File: src/rtl/adc_serial_rx_mc.sv
// Multi-channel MSB-first serial ADC frame receiver: shared CS, parallel capture, valid/ready output.
// Optional macro ADC_LEAD_CHECK_EN enables the sticky leading-bit error flag on err_o.
module adc_serial_rx_mc #(
  parameter int CHANNELS   = 2,
  parameter int FRAME_BITS = 16,
  parameter int DATA_BITS  = 12,
  parameter int GAP_CYCLES = 2
) (
  input  logic                                     clk_adc,
  input  logic                                     rst_adc,
  input  logic                                     start_i,
  input  logic                                     cont_i,
  input  logic [CHANNELS-1:0]                      data_i,
  input  logic                                     ready_i,
  input  logic                                     clr_i,
  output logic                                     cs_o,
  output logic [CHANNELS*DATA_BITS-1:0]            data_o,
  output logic [CHANNELS*(FRAME_BITS-DATA_BITS)-1:0] lead_o,
  output logic                                     valid_o,
  output logic                                     overrun_o,
  output logic                                     err_o,
  output logic                                     busy_o
);

  localparam int LEAD_BITS = FRAME_BITS - DATA_BITS;
  localparam int CW = $clog2(FRAME_BITS);
  localparam int GW = (GAP_CYCLES > 1) ? $clog2(GAP_CYCLES) : 1;
  localparam logic [CW-1:0] LAST_BIT = CW'(FRAME_BITS - 1);
  localparam logic [GW-1:0] LAST_GAP = GW'(GAP_CYCLES - 1);

  typedef enum logic [1:0] {
    ST_IDLE  = 2'd0,
    ST_SHIFT = 2'd1,
    ST_GAP   = 2'd2
  } state_t;

  state_t                                r_state;
  state_t                                w_state_nxt;
  logic [CW-1:0]                         r_bit_cnt;
  logic [GW-1:0]                         r_gap_cnt;
  logic [CHANNELS-1:0][FRAME_BITS-2:0]   r_shift;
  logic [CHANNELS-1:0][FRAME_BITS-1:0]   w_frame;
  logic [CHANNELS*DATA_BITS-1:0]         w_data_nxt;
  logic [CHANNELS*LEAD_BITS-1:0]         w_lead_nxt;
  logic                                  r_cs;
  logic                                  r_valid;
  logic                                  r_ovr;
  logic [CHANNELS*DATA_BITS-1:0]         r_data;
  logic [CHANNELS*LEAD_BITS-1:0]         r_lead;
  logic                                  w_done;
  logic                                  w_gap_end;
  logic                                  w_ovr_set;

  assign w_done    = (r_state == ST_SHIFT) && (r_bit_cnt == LAST_BIT);
  assign w_gap_end = (r_state == ST_GAP) && (r_gap_cnt == LAST_GAP);
  assign w_ovr_set = w_done && r_valid && !ready_i;

  // State register
  always_ff @(posedge clk_adc or posedge rst_adc) begin
    if (rst_adc) begin
      r_state <= ST_IDLE;
    end else begin
      r_state <= w_state_nxt;
    end
  end

  // Next-state logic
  always_comb begin
    w_state_nxt = r_state;
    case (r_state)
      ST_IDLE:  w_state_nxt = (start_i || cont_i) ? ST_SHIFT : ST_IDLE;
      ST_SHIFT: w_state_nxt = w_done ? ST_GAP : ST_SHIFT;
      ST_GAP:   w_state_nxt = w_gap_end ? ST_IDLE : ST_GAP;
      default:  w_state_nxt = ST_IDLE;
    endcase
  end

  // Complete frame as it would look after this edge's shift, split into sample and lead fields
  always_comb begin
    w_frame    = '0;
    w_data_nxt = '0;
    w_lead_nxt = '0;
    for (int c = 0; c < CHANNELS; c++) begin
      w_frame[c] = {r_shift[c], data_i[c]};
      w_data_nxt[c*DATA_BITS +: DATA_BITS] = w_frame[c][DATA_BITS-1:0];
      w_lead_nxt[c*LEAD_BITS +: LEAD_BITS] = w_frame[c][FRAME_BITS-1:DATA_BITS];
    end
  end

  // Shift registers, bit/gap counters and chip-select
  always_ff @(posedge clk_adc or posedge rst_adc) begin
    if (rst_adc) begin
      r_shift   <= '0;
      r_bit_cnt <= '0;
      r_gap_cnt <= '0;
      r_cs      <= 1'b1;
    end else begin
      // CS follows the state being entered, so it is low exactly while in SHIFT
      r_cs <= (w_state_nxt != ST_SHIFT);
      case (r_state)
        ST_IDLE: begin
          r_bit_cnt <= '0;
          r_gap_cnt <= '0;
        end
        ST_SHIFT: begin
          for (int c = 0; c < CHANNELS; c++) begin
            r_shift[c] <= w_frame[c][FRAME_BITS-2:0];
          end
          r_bit_cnt <= w_done ? '0 : r_bit_cnt + CW'(1);
          r_gap_cnt <= '0;
        end
        ST_GAP: begin
          r_gap_cnt <= r_gap_cnt + GW'(1);
        end
        default: begin
          r_bit_cnt <= '0;
          r_gap_cnt <= '0;
        end
      endcase
    end
  end

  // Output sample registers, handshake and sticky overrun
  always_ff @(posedge clk_adc or posedge rst_adc) begin
    if (rst_adc) begin
      r_data  <= '0;
      r_lead  <= '0;
      r_valid <= 1'b0;
      r_ovr   <= 1'b0;
    end else begin
      if (w_done) begin
        r_data  <= w_data_nxt;
        r_lead  <= w_lead_nxt;
        r_valid <= 1'b1;
      end else if (ready_i) begin
        r_valid <= 1'b0;
      end else begin
        r_valid <= r_valid;
      end
      if (w_ovr_set) begin
        r_ovr <= 1'b1;
      end else if (clr_i) begin
        r_ovr <= 1'b0;
      end else begin
        r_ovr <= r_ovr;
      end
    end
  end

`ifdef ADC_LEAD_CHECK_EN
  logic r_err;

  // Sticky error when any channel's leading bits are non-zero at frame completion
  always_ff @(posedge clk_adc or posedge rst_adc) begin
    if (rst_adc) begin
      r_err <= 1'b0;
    end else if (w_done && (|w_lead_nxt)) begin
      r_err <= 1'b1;
    end else if (clr_i) begin
      r_err <= 1'b0;
    end else begin
      r_err <= r_err;
    end
  end

  assign err_o = r_err;
`else
  assign err_o = 1'b0;
`endif

  assign cs_o      = r_cs;
  assign data_o    = r_data;
  assign lead_o    = r_lead;
  assign valid_o   = r_valid;
  assign overrun_o = r_ovr;
  assign busy_o    = (r_state != ST_IDLE);

endmodule

File: config.mk
export PLATFORM = sky130hd
export DESIGN_NAME = adc_serial_rx_mc
export DESIGN_NICKNAME = d
export VERILOG_FILES = /design/src/rtl/adc_serial_rx_mc.sv
export SDC_FILE = /design/constraint.sdc
export NUM_CORES = 1
export LEC_CHECK = 0
export ABC_AREA = 1
export BUFFER_PORTS_ARGS = -buffer_cell sky130_fd_sc_hd__buf_2
export CORE_MARGIN = 5
export CORE_UTILIZATION = 44
export DETAILED_ROUTE_END_ITERATION = 8
export HOLD_SLACK_MARGIN = 0.03
export PLACE_DENSITY = 0.68
export SYNTH_ARGS = -nofsm -noshare
export SYNTH_HDL_FRONTEND = slang
export SYNTH_SLANG_ARGS = --single-unit
File: constraint.sdc
create_clock -name clk_adc -period 3.1 [get_ports clk_adc]
set_input_delay 0.465 -clock clk_adc [delete_from_list [all_inputs] [get_ports clk_adc]]
set_output_delay 0.465 -clock clk_adc [all_outputs]
set_load 0.02 [all_outputs]
==> metrics.txt <==
post-DR wirelength/cell=12.1 um; RR Endpoint=data_o[9]$_DFFE_PP0P_; Crit-path slowest cell=nor2_8; DPL Wire Length=between 3000 and 4000 um; Rel. slew slack=about 64%; Setup TNS Final=0 ns; clk_lat worst skew=roughly 0.34 ns; hold buffers post-CTS=0; vias per std cell=4.68; Pwr per Cell Area=about 1100 mW/mm^2; Nets=351; synthesized area per cell=about 9.4 um^2; Hold Vio Cnt, Final=0; initial antenna violation count=0; most common cell after layout, fill and taps aside=nand2_1; Inst Count DP=408; RSZ-0062 raised after global routing=no; fin crit share=a little over half; RePlAce Congestion=between 0.7 and 0.8; # diodes=0; max-cap viol count=0; cell mode on critical path=nand2_1; Worst Setup Path Type=flip-flop to flip-flop; Worst IR Drop VDD=0.505 mV; CTS resizes=0; cell count after synthesis=298; Vias=just under 2000; # setup viols final=0; P_int=between 2 and 2.5 mW; Die Y-Extent=between 80 and 90 um; crit path DAT=between 1.5 and 2 ns; routed wire length=between 5000 and 6000 um; H-tree lvl count=3; fin cells=between 400 and 500; Synth top area share=a little over three fifths; Slew Viols, Final=0; # Post-CTS Setup Buffers=0; cell taking the most area after synthesis=dfrtp_1; Switch Pwr=roughly 1.4 mW; largest net degree at the start of global routing=35; root buf cell=clkbuf_8; number of synthesized register bits=between 70 and 80; global-route wire length before repair=approximately 9200 um; Worst R2R Setup Slack=around 1.4 ns; skew final=about 0.0057 ns; Seq/Total Area, Yosys=about 64%; Tmin final=1.67 ns; Area Growth Syn to Fin=15.6%; ANT nets after route=0; IO Pins=45; number of fill cells=598; drt initial violations=103; port buffer count=between 40 and 50; Leak Pwr=~1.7 nW; Worst Hold Class=input pin to asynchronous set/reset pin; FF-to-FF Start=r_bit_cnt[1]$_DFFE_PP0P_; worst-path fanout max=34; slowest stage delay, CP=0.41 ns; Net Sw Frac=about two fifths; Post-route DRC=0; Fmax achieved=between 600 and 700 MHz; Crit. End Element=flip-flop; die area=between 0.008 and 0.009 mm^2; die span in x=about 90 um; Congestion Overflow GR=0; register share of total power=a little under half; Distinct cells, synth=22; Bufs on Longest Clock Path=2; vias in the first global route=about 2000; starting density of the core=between 40% and 50%; status=completed; Req. time, crit path=roughly 3.3 ns; CTS tree=built; Core Box Area=roughly 0.0063 mm^2; Synth warnings=0; highest-count cells in the layout ignoring fill and taps=nand2_1, dfrtp_1, buf_2; CTS buffer count=9; combinational group share of total power=32.8%; total global-route track usage=13.7%; Clock power frac=a little over a fifth; synth top area cells=dfrtp_1, nand2_1, o21ai_0; Mapped Area=0.00281 mm^2; R2R cell count=6; chain of cells forming the critical path=ha_1 -> nand3_2 -> nor2_8 -> inv_6 -> nand2_1 -> nand2_1; Worst-Margin Slew=~0.53 ns; clock-pin slew on the worst setup and hold paths=0.08 ns; cell row count=29; total iterations of the first detailed-routing run=4; CTS sink count=between 70 and 80; share of post-route cells with drive strength above 1=around a fifth; Syn Nets=between 300 and 400; CP startpoint kind=flip-flop
-- worst max path at each step --
stage	startpoint	to
floorplan	rst_adc	data_o[0]$_DFFE_PP0P_
detailed placement	r_bit_cnt[0]$_DFFE_PP0P_	data_o[9]$_DFFE_PP0P_
CTS	r_bit_cnt[0]$_DFFE_PP0P_	data_o[18]$_DFFE_PP0P_
finish	r_bit_cnt[1]$_DFFE_PP0P_	data_o[9]$_DFFE_PP0P_
global route	r_state[1]$_DFF_PP0_	data_o[21]$_DFFE_PP0P_
global placement	r_state[1]$_DFF_PP0_	data_o[20]$_DFFE_PP0P_
-- sequential cells by signal, summed over array words and instances (netlist names) --
signal / flops
valid_o: 1
cs_o: 1
lead_o: 8
data_o: 24
r_state: 2
r_bit_cnt: 4
overrun_o: 1
r_gap_cnt: 1
r_shift: 30
-- area by class of cell --
class	count	area [um^2]	share of cell area (%)
clock buffers	11	151	4.67
clock inverters	5	55.1	1.70
inverters	24	95.1	2.93
flip-flops and latches	72	1800	55.6
well taps	77	96.3	2.97
multi-input cells	189	806	24.8
repair buffers	46	238	7.33
-- synthesized netlist by cell type, drive strengths merged --
master and instances:
nand2 144, buf 11, dfstp 1, nor2 4, xnor2 1, nand3 3, o21ai 33, inv 24
ha 1, nand4 1, conb 1, clkbuf 2, o211ai 1, dfrtp 71
-- critical path: cells and delay by family (launching register included) --
family,cells,cell delay (ns)
adder cells (fa/ha/maj),1,0.22
buffers and inverters,1,0.20
flip-flops,1,0.40
AND/OR/NAND/NOR,4,0.72
-- power groups by stage --
stage	registers (mW)	clock network (mW)	logic, mW
floorplan	1.89	0	0.555
global placement	1.64	0	1.15
detailed placement	1.65	0	1.18
CTS	1.64	0.765	1.19
global route	1.70	0.799	1.34
finish	1.64	0.745	1.17
-- layer usage --
layer | GRT usage (%) | part of all wire [%]
met1 | 18.0 | 47
met2 | 21.0 | 46
met3 | 3.09 | 4.4
met4 | 7.82 | 2.4
met5 | 0 | 0
-- kinds of logic (layout without fill, tap and decap cells) --
logic type	after synthesis	after routing	share of synthesized area, %
buffers and inverters	37	86	7.04
other	1	1	0.134
adders and majority gates	1	1	0.446
xor gates and xnor gates	1	1	0.312
AOI/OAI and AO/OA	34	34	6.15
and+or+nand+nor	152	152	21.7
DFF	72	72	64.2
-- per-stage QoR --
| step | setup slack, ns | hold slack (ns) | total power [mW] | utilization (%) | instance area, um^2 |
|---|---|---|---|---|---|
| 2_1_floorplan | 0.812 | 0.398 | 2.44 | - | 2810 |
| 6_report | 1.43 | 0.159 | 3.55 | 51.7 | 3240 |
| 5_1_grt | 1.22 | 0.204 | 3.84 | 51.7 | 3240 |
| 3_5_place_dp | 1.40 | 0.412 | 2.84 | 48.4 | 3040 |
| 4_1_cts | 1.39 | 0.161 | 3.60 | 51.7 | 3240 |
| 3_3_place_gp | 1.47 | 0.407 | 2.79 | 48.4 | 3040 |
Power figures use the tool's default switching activity.
